==> config.mk <==
export PLATFORM = sky130hd
export DESIGN_NAME = sbox_lut_loader
export DESIGN_NICKNAME = d
export VERILOG_FILES = /design/src/rtl/ascon_sbox_pkg.sv /design/src/rtl/sbox_shadow_ram.sv /design/src/rtl/sbox_lut_loader.sv
export SDC_FILE = /design/constraint.sdc
export NUM_CORES = 1
export LEC_CHECK = 0
export ABC_AREA = 1
export CAP_MARGIN = 20
export CORE_MARGIN = 2
export CORE_UTILIZATION = 40
export CTS_CLUSTER_SIZE = 30
export DETAILED_ROUTE_END_ITERATION = 10
export DONT_BUFFER_PORTS = 1
export PLACE_DENSITY_LB_ADDON = 0.1
export SYNTH_ARGS = -nofsm -noshare
export SYNTH_HDL_FRONTEND = slang
export SYNTH_SLANG_ARGS = --single-unit
export TNS_END_PERCENT = 30
==> constraint.sdc <==
create_clock -name clk -period 3.2 [get_ports clk]
set_clock_uncertainty 0.15 [all_clocks]
set_input_delay 0.32 -clock clk [delete_from_list [all_inputs] [get_ports clk]]
set_output_delay 0.32 -clock clk [all_outputs]
set_load 0.03 [all_outputs]
==> src/rtl/ascon_sbox_pkg.sv <==
// Shared constants and loader state type for the S-box LUT programming path.
package ascon_sbox_pkg;

  localparam int unsigned ADDR_W = 5;
  localparam int unsigned DATA_W = 20;
  localparam int unsigned DEPTH  = 32;

  localparam int unsigned CNT_W = ADDR_W + 1;
  localparam logic [CNT_W-1:0] CNT_ONE  = CNT_W'(1);
  localparam logic [CNT_W-1:0] CNT_LAST = CNT_W'(DEPTH - 1);
  localparam logic [CNT_W-1:0] CNT_FULL = CNT_W'(DEPTH);

  typedef enum logic [2:0] {
    StIdle,
    StFill,
    StDrain,
    StWaitIdle,
    StCommit
  } loader_state_t;

endpackage

==> src/rtl/sbox_shadow_ram.sv <==
// DEPTH x DATA_W shadow table: one synchronous write port, one combinational read port, no reset.
module sbox_shadow_ram
  import ascon_sbox_pkg::*;
(
  input  logic              clk,
  input  logic              we,
  input  logic [ADDR_W-1:0] waddr,
  input  logic [DATA_W-1:0] wdata,
  input  logic [ADDR_W-1:0] raddr,
  output logic [DATA_W-1:0] rdata
);

  logic [DATA_W-1:0] mem [DEPTH];

  always_ff @(posedge clk) begin
    if (we) begin
      mem[waddr] <= wdata;
    end
  end

  assign rdata = mem[raddr];

endmodule

==> src/rtl/sbox_lut_loader.sv <==
// Buffers a full S-box table from a valid/ready stream and replays it as one contiguous LUT burst.
// Optional SBOX_LOAD_CHK_EN adds an XOR checksum input that gates the commit.
module sbox_lut_loader
  import ascon_sbox_pkg::*;
(
  input  logic              clk,
  input  logic              rst,
  input  logic              cfg_valid_i,
  output logic              cfg_ready_o,
  input  logic [DATA_W-1:0] cfg_data_i,
  input  logic              cfg_last_i,
`ifdef SBOX_LOAD_CHK_EN
  input  logic [DATA_W-1:0] cfg_chk_i,
`endif
  input  logic              perm_busy_i,
  output logic              loading_o,
  output logic              upd_sbox_o,
  output logic [ADDR_W-1:0] sbox_addr_o,
  output logic [DATA_W-1:0] sbox_new_data_o,
  output logic              load_done_o,
  output logic              load_err_o
);

  loader_state_t     state_q, state_d;
  logic [CNT_W-1:0]  count_q, count_d;
  logic              loading_q, loading_d;
  logic              err_q, err_d;
  logic              done_q, done_d;
  logic              upd_q, upd_d;
  logic [ADDR_W-1:0] addr_q, addr_d;
  logic [DATA_W-1:0] data_q, data_d;
  logic              xfer, shadow_we, chk_ok;
  logic [DATA_W-1:0] shadow_rdata;

  assign cfg_ready_o = (state_q == StIdle) || (state_q == StFill) || (state_q == StDrain);
  assign xfer        = cfg_valid_i && cfg_ready_o;
  assign shadow_we   = xfer && ((state_q == StIdle) || (state_q == StFill));

  // count_q is zero in idle, so it doubles as the write index there and as the replay index later
  sbox_shadow_ram u_shadow (
    .clk   (clk),
    .we    (shadow_we),
    .waddr (count_q[ADDR_W-1:0]),
    .wdata (cfg_data_i),
    .raddr (count_q[ADDR_W-1:0]),
    .rdata (shadow_rdata)
  );

`ifdef SBOX_LOAD_CHK_EN
  logic [DATA_W-1:0] acc_q;

  always_ff @(posedge clk or posedge rst) begin
    if (rst) begin
      acc_q <= '0;
    end else if (shadow_we) begin
      acc_q <= (state_q == StIdle) ? cfg_data_i : (acc_q ^ cfg_data_i);
    end
  end

  assign chk_ok = ((acc_q ^ cfg_data_i) == cfg_chk_i);
`else
  assign chk_ok = 1'b1;
`endif

  always_comb begin
    state_d   = state_q;
    count_d   = count_q;
    loading_d = loading_q;
    err_d     = err_q;
    done_d    = 1'b0;
    upd_d     = 1'b0;
    addr_d    = '0;
    data_d    = '0;
    case (state_q)
      StIdle: begin
        if (xfer) begin
          if (cfg_last_i) begin
            err_d = 1'b1;
          end else begin
            err_d     = 1'b0;
            loading_d = 1'b1;
            count_d   = CNT_ONE;
            state_d   = StFill;
          end
        end
      end
      StFill: begin
        if (xfer) begin
          count_d = count_q + CNT_ONE;
          if (cfg_last_i) begin
            if ((count_q == CNT_LAST) && chk_ok) begin
              state_d = StWaitIdle;
            end else begin
              err_d     = 1'b1;
              loading_d = 1'b0;
              count_d   = '0;
              state_d   = StIdle;
            end
          end else if (count_q == CNT_LAST) begin
            err_d   = 1'b1;
            state_d = StDrain;
          end
        end
      end
      StDrain: begin
        if (xfer && cfg_last_i) begin
          loading_d = 1'b0;
          count_d   = '0;
          state_d   = StIdle;
        end
      end
      StWaitIdle: begin
        // count_q wrapped to index 0 in its low bits, so the first entry is already on rdata
        if (!perm_busy_i) begin
          upd_d   = 1'b1;
          addr_d  = count_q[ADDR_W-1:0];
          data_d  = shadow_rdata;
          count_d = CNT_ONE;
          state_d = StCommit;
        end
      end
      StCommit: begin
        if (count_q == CNT_FULL) begin
          done_d    = 1'b1;
          loading_d = 1'b0;
          count_d   = '0;
          state_d   = StIdle;
        end else begin
          upd_d   = 1'b1;
          addr_d  = count_q[ADDR_W-1:0];
          data_d  = shadow_rdata;
          count_d = count_q + CNT_ONE;
        end
      end
      default: begin
        count_d   = '0;
        loading_d = 1'b0;
        state_d   = StIdle;
      end
    endcase
  end

  always_ff @(posedge clk or posedge rst) begin
    if (rst) begin
      state_q   <= StIdle;
      count_q   <= '0;
      loading_q <= 1'b0;
      err_q     <= 1'b0;
      done_q    <= 1'b0;
      upd_q     <= 1'b0;
      addr_q    <= '0;
      data_q    <= '0;
    end else begin
      state_q   <= state_d;
      count_q   <= count_d;
      loading_q <= loading_d;
      err_q     <= err_d;
      done_q    <= done_d;
      upd_q     <= upd_d;
      addr_q    <= addr_d;
      data_q    <= data_d;
    end
  end

  assign loading_o       = loading_q;
  assign upd_sbox_o      = upd_q;
  assign sbox_addr_o     = addr_q;
  assign sbox_new_data_o = data_q;
  assign load_done_o     = done_q;
  assign load_err_o      = err_q;

endmodule

== Word level (Yosys, flattened, before mapping) ==
Memory sizes are Yosys's and may differ from the RTL's.
Cells that the tools add are included.
Word-level totals
  input port bits: 25
  memories: 1
  word-level logic and storage cells: 85
  RAM bits: 640
  output and inout bits: 30
  flip-flop bits (word level): 38
Memory list
  u_shadow.mem: words 32, bits a word 20, rd ports 1, clocked after Yosys merged registers in 0, write ports 1, RTL line sbox_shadow_ram.sv:13  | logic [DATA_W-1:0] mem [DEPTH];
Operators by class
  muxes and demuxes: 47
  $add $sub $neg: 1
  reduce and logical (&&, ||, !) cells: 11
  equal/unequal tests: 16
  bitwise gates (word level): 1
Operator list (count)
  2-to-1 mux 6 bit: 8
  2-to-1 mux 20 bit: 2
  case mux 20 bit (2 select lines): 1
  case mux 6 bit (5 select lines): 1
  2-to-1 mux 3 bit: 8
  2-to-1 mux 1 bit: 19
  case mux 3 bit (5 select lines): 1
  inequality test 2 bit (second input constant): 7
  2-to-1 mux 5 bit: 2
  case mux 5 bit (2 select lines): 1
  AND reduction 5 bit: 2
  AND reduction 8 bit: 1
  AND reduction 7 bit: 1
  adder 6 x 1 -> 6 bit (second input constant): 1
  == test 3 x 2 -> 1 bit (second input constant): 2
  == test 6 x 5 -> 1 bit (second input constant): 1
  == test 6 bit (second input constant): 1
  case mux 1 bit (5 select lines): 1
  case mux 1 bit (2 select lines): 2
  == test 3 x 1 -> 1 bit (second input constant): 1
  == test 3 bit (second input constant): 1
  logical AND 1 bit: 3
  logical NOT 3 bit: 1
  inequality test 3 x 2 -> 1 bit (second input constant): 1
  6 further kinds: 7

== Depth between registers and ports, before layout ==
  word-level depth: 7
  depth in mapped cells: 12

== Hierarchy ==
A second synthesis with hierarchy kept.
Second synthesis, totals
  cells, all modules: 2408
  area, all modules: 27934.3 µm²
Modules (own cells, without submodules)
  sbox_shadow_ram: sequential area each 19218.4 µm², cells each 2210, times used 1, area each 26118.8 µm²
  sbox_lut_loader: sequential area each 950.9 µm², cells each 198, times used 1, area each 1815.5 µm²

== Least setup slack after synthesis ==
No wires, ideal clock.
  path kind: reg-to-reg
  start: reg count_q[1]
  end: mem u_shadow.mem[12][0], enable pin
  arrival time: 2.194 ns
  setup slack: 0.460 ns
  cell stages (with the launch flop): 8
  cell sequence: dfrtp_1 > buf_2 > inv_2 > buf_4 > buf_2 > ha_1 > nand2_1 > nor2_1
RTL lines
  start: declaration: RTL line sbox_lut_loader.sv:25  | logic [CNT_W-1:0] count_q, count_d;
  start signal: assignment: RTL line sbox_lut_loader.sv:155  | count_q <= count_d;
  end: declaration: RTL line sbox_shadow_ram.sv:13
Straight into the memory's write port.

== Worst setup path after layout ==
  start: reg count_q[0]
  end: reg data_q[17], in the netlist sbox_new_data_o[17]
On the way
  cells in the longest elaborated chain, start to end: 3
  elaborated cells on any way between the ends: 5
Ends and longest elaborated chain
  memory read (32 x 20 bit) / == test 6 bit (equally long branches)
  2-to-1 mux 20 bit, on equally long branches: RTL line sbox_lut_loader.sv:123, sbox_lut_loader.sv:114
  case mux 20 bit (2 select lines) (*): RTL line sbox_lut_loader.sv:74  | case (state_q)
  named net data_d[17]: RTL line sbox_lut_loader.sv:31  | logic [DATA_W-1:0] data_q, data_d;
  end signal: assignment: RTL line sbox_lut_loader.sv:161  | data_q <= data_d;
  end: declaration: RTL line sbox_lut_loader.sv:31
Mark *: on every way through the listed nets, which the timed path passes. The rest lies on a longest branch.
A chain may end at the register's enable or synchronous reset.

==> flow_summary.ini <==
[timing]
final_max_slew_viol_count = 0
hold_slack_ns = 0.0619
final-hold-violation-count = 0
worstMarginPinSlew_ns = 0.972
finalSetupViolations = 0
max_freq_mhz = 376
fin_setup_tns_ns = 0
relSlewSlack_pct = 35.2
finalCritPeriodShare_pct = 83.2
min_period_ns = 2.66
rsz0062_at_grt = false

[detailed_routing]
vias = 19200
firstDrtPassIters = 5
viasPerCell = 4.84
wl_um = 78400
drtAntennaViolNets = 0
drt-initial-drc-count = 1598
drcViolationCount = 0
post_drt_wl_per_cell_um = 19.8

[critical_path]
worst-path-buf-inv = 3
crit_path_top_delay_cell = dfrtp_4
crit_family = buffers and inverters
startpoint_type = flip-flop
cp.required_ns = 3.52
crit_fanout = 71
slowest_delay_ns = 0.57
path_common_cell = nand2_1
arrival_ns = 2.99
path_cells = clkinv_8 > buf_12 > buf_12 > nand2_1 > nand3_1 > nand2_1 > nand2_1 > nand2_1 > nor2_1 > a21oi_1
cp-end-kind = flip-flop
critPathKind = flip-flop to flip-flop

[layout]
drive_above_1_share_pct = 8.09
area_growth_pct = 14.6
layout_commonest_cell = nand2_1
final_nets = 2988
fill_cells = 6735
final_cell_mix = 1176 x nand2_1, 640 x edfxtp_1, 469 x inv_1

[clocking]
ctsResizeCount = 0
cts_max_level = 3
clock_sinks = 678
cts_root_buf = clkbuf_16
clk_latency_ns = 0.62
cts_buffer_depth = 3
cts_setup_buffers = 0
cts_hold_buf = 44
cts_buffers = 74
cts_tree = done
path_clk_slew_ns = 0.06

[floorplan]
die_w_um = 274
io_pins = 55
die-height_um = 274
core_um2 = 71700
rows = 98
die_area_um2 = 75000
start_util_pct = 40.6

[yosys]
seq_area_frac_synth_pct = 69.2
synth.avg_cell_area_um2 = 10.1
syn_area_um2 = 29100
ys_seq_elements = 678
yosysWarnings = 0
syn-num-nets = 2921
synth_cells = 2892
ys_types = 22

[global_routing]
track_usage_pct = 21.3
grt_max_degree = 124
overflow = 0
first_global_vias = 18700
grt_pass1_wl_um = 118000
antenna_found_initial = 2

[placed_design]
place_hpwl_um = 45300
portBuffers = 0
place_congestion = 0.852

[power_and_ir_drop]
ir_drop_mv = 0.451
pwr_density_cell_nw_per_um2 = 760
p_leak_nw = 14.5

[worst_hold_path]
hold_class = input port to flip-flop

[flow_run]
cap_violations = 0

[status]
status = completed
cell usage after synthesis (all sizes together):
| cell type | count | area share (%) |
|---|---|---|
| a21oi | 25 | 0.44 |
| a31oi | 1 | 0.021 |
| buf | 112 | 2.1 |
| clkbuf | 15 | 0.19 |
| dfrtp | 38 | 3.3 |
| edfxtp | 640 | 66 |
| ha | 4 | 0.17 |
| inv | 474 | 6.1 |
| nand2 | 1178 | 15 |
| nand3 | 228 | 3.9 |
| nand4 | 4 | 0.086 |
| nor2 | 115 | 1.5 |
| nor3 | 7 | 0.12 |
| o21ai | 51 | 0.88 |
metal layers:
layer | share of wire [%] | vias to the layer above | global-route usage (%) | wire length [um]
met3 | 5.4 | 135 | 3.58 | 4240
met5 | 0 | - | 0 | 0
met2 | 45 | 477 | 33.3 | 35600
met4 | 3.1 | 0 | 7.04 | 2420
met1 | 46 | 9292 | 30.4 | 36200
li1 | - | 9275 | - | -
worst paths after layout:
check	startpoint	to	cells past startpoint	slack, ns
min in group asynchronous	rst	loading_o	2	0.24
hold reg to reg	state_q[0]	state_q[0]	2	0.46
hold / removal	cfg_valid_i	loading_o	6	0.06
setup reg to reg	count_q[0]	sbox_new_data_o[17]	10	0.54
setup / recovery	count_q[0]	sbox_new_data_o[17]	10	0.54
max in group asynchronous	rst	count_q[0]	2	1.98
worst min-delay path, stage by stage:
cell	delay, ns
inv_1	0.09
nand2_1	0.07
nand3_1	0.12
nor2_1	0.06
nand4_1	0.07
nand2_1	0.05
flip-flops by register name (all words and copies together), names as in the netlist, 3 cells and up:
name and cells:
u_shadow.mem 640, sbox_addr_o 5, sbox_new_data_o 20, count_q 6, state_q 3
report_power, final:
group          internal, W  total [W]  switching (W)
Clock              0.00465    0.00806        0.00340
Sequential          0.0100     0.0104       0.000359
Combinational      0.00199    0.00692        0.00493
Total               0.0167     0.0254        0.00869
cells by family after synthesis:
family,count (synthesis),synth area share (%)
buffers and inverters,601,8.41
flip-flops,678,69.2
adder cells (fa/ha/maj),4,0.172
AND/OR/NAND/NOR,1532,20.8
AO/OA/AOI/OAI,77,1.34
per-stage QoR:
step	std cells	util [%]	area [um2]	power, W	setup WS, ns
after floorplan	2892	-	29100	0.0153	0.460
final	3966	46.5	33400	0.0254	0.537
after global placement	3789	42.5	30500	0.0173	0.582
after CTS	3965	46.5	33400	0.0257	0.517
after global routing	3965	46.5	33400	0.0268	0.435
after detailed placement	3789	42.5	30500	0.0173	0.529
final cells by class:
| class | count | area (um2) | share of cell area [%] |
|---|---|---|---|
| Clock buffer | 103 | 2060 | 6.18 |
| Timing Repair Buffer | 118 | 1350 | 4.03 |
| Antenna cell | 1 | 2.50 | 0.00749 |
| Multi-Input combinational cell | 1613 | 6630 | 19.8 |
| Inverter | 474 | 1800 | 5.38 |
| Tap cell | 950 | 1190 | 3.56 |
| Clock inverter | 29 | 189 | 0.566 |
| Sequential cell | 678 | 20200 | 60.4 |
Power figures use the tool's default switching activity.
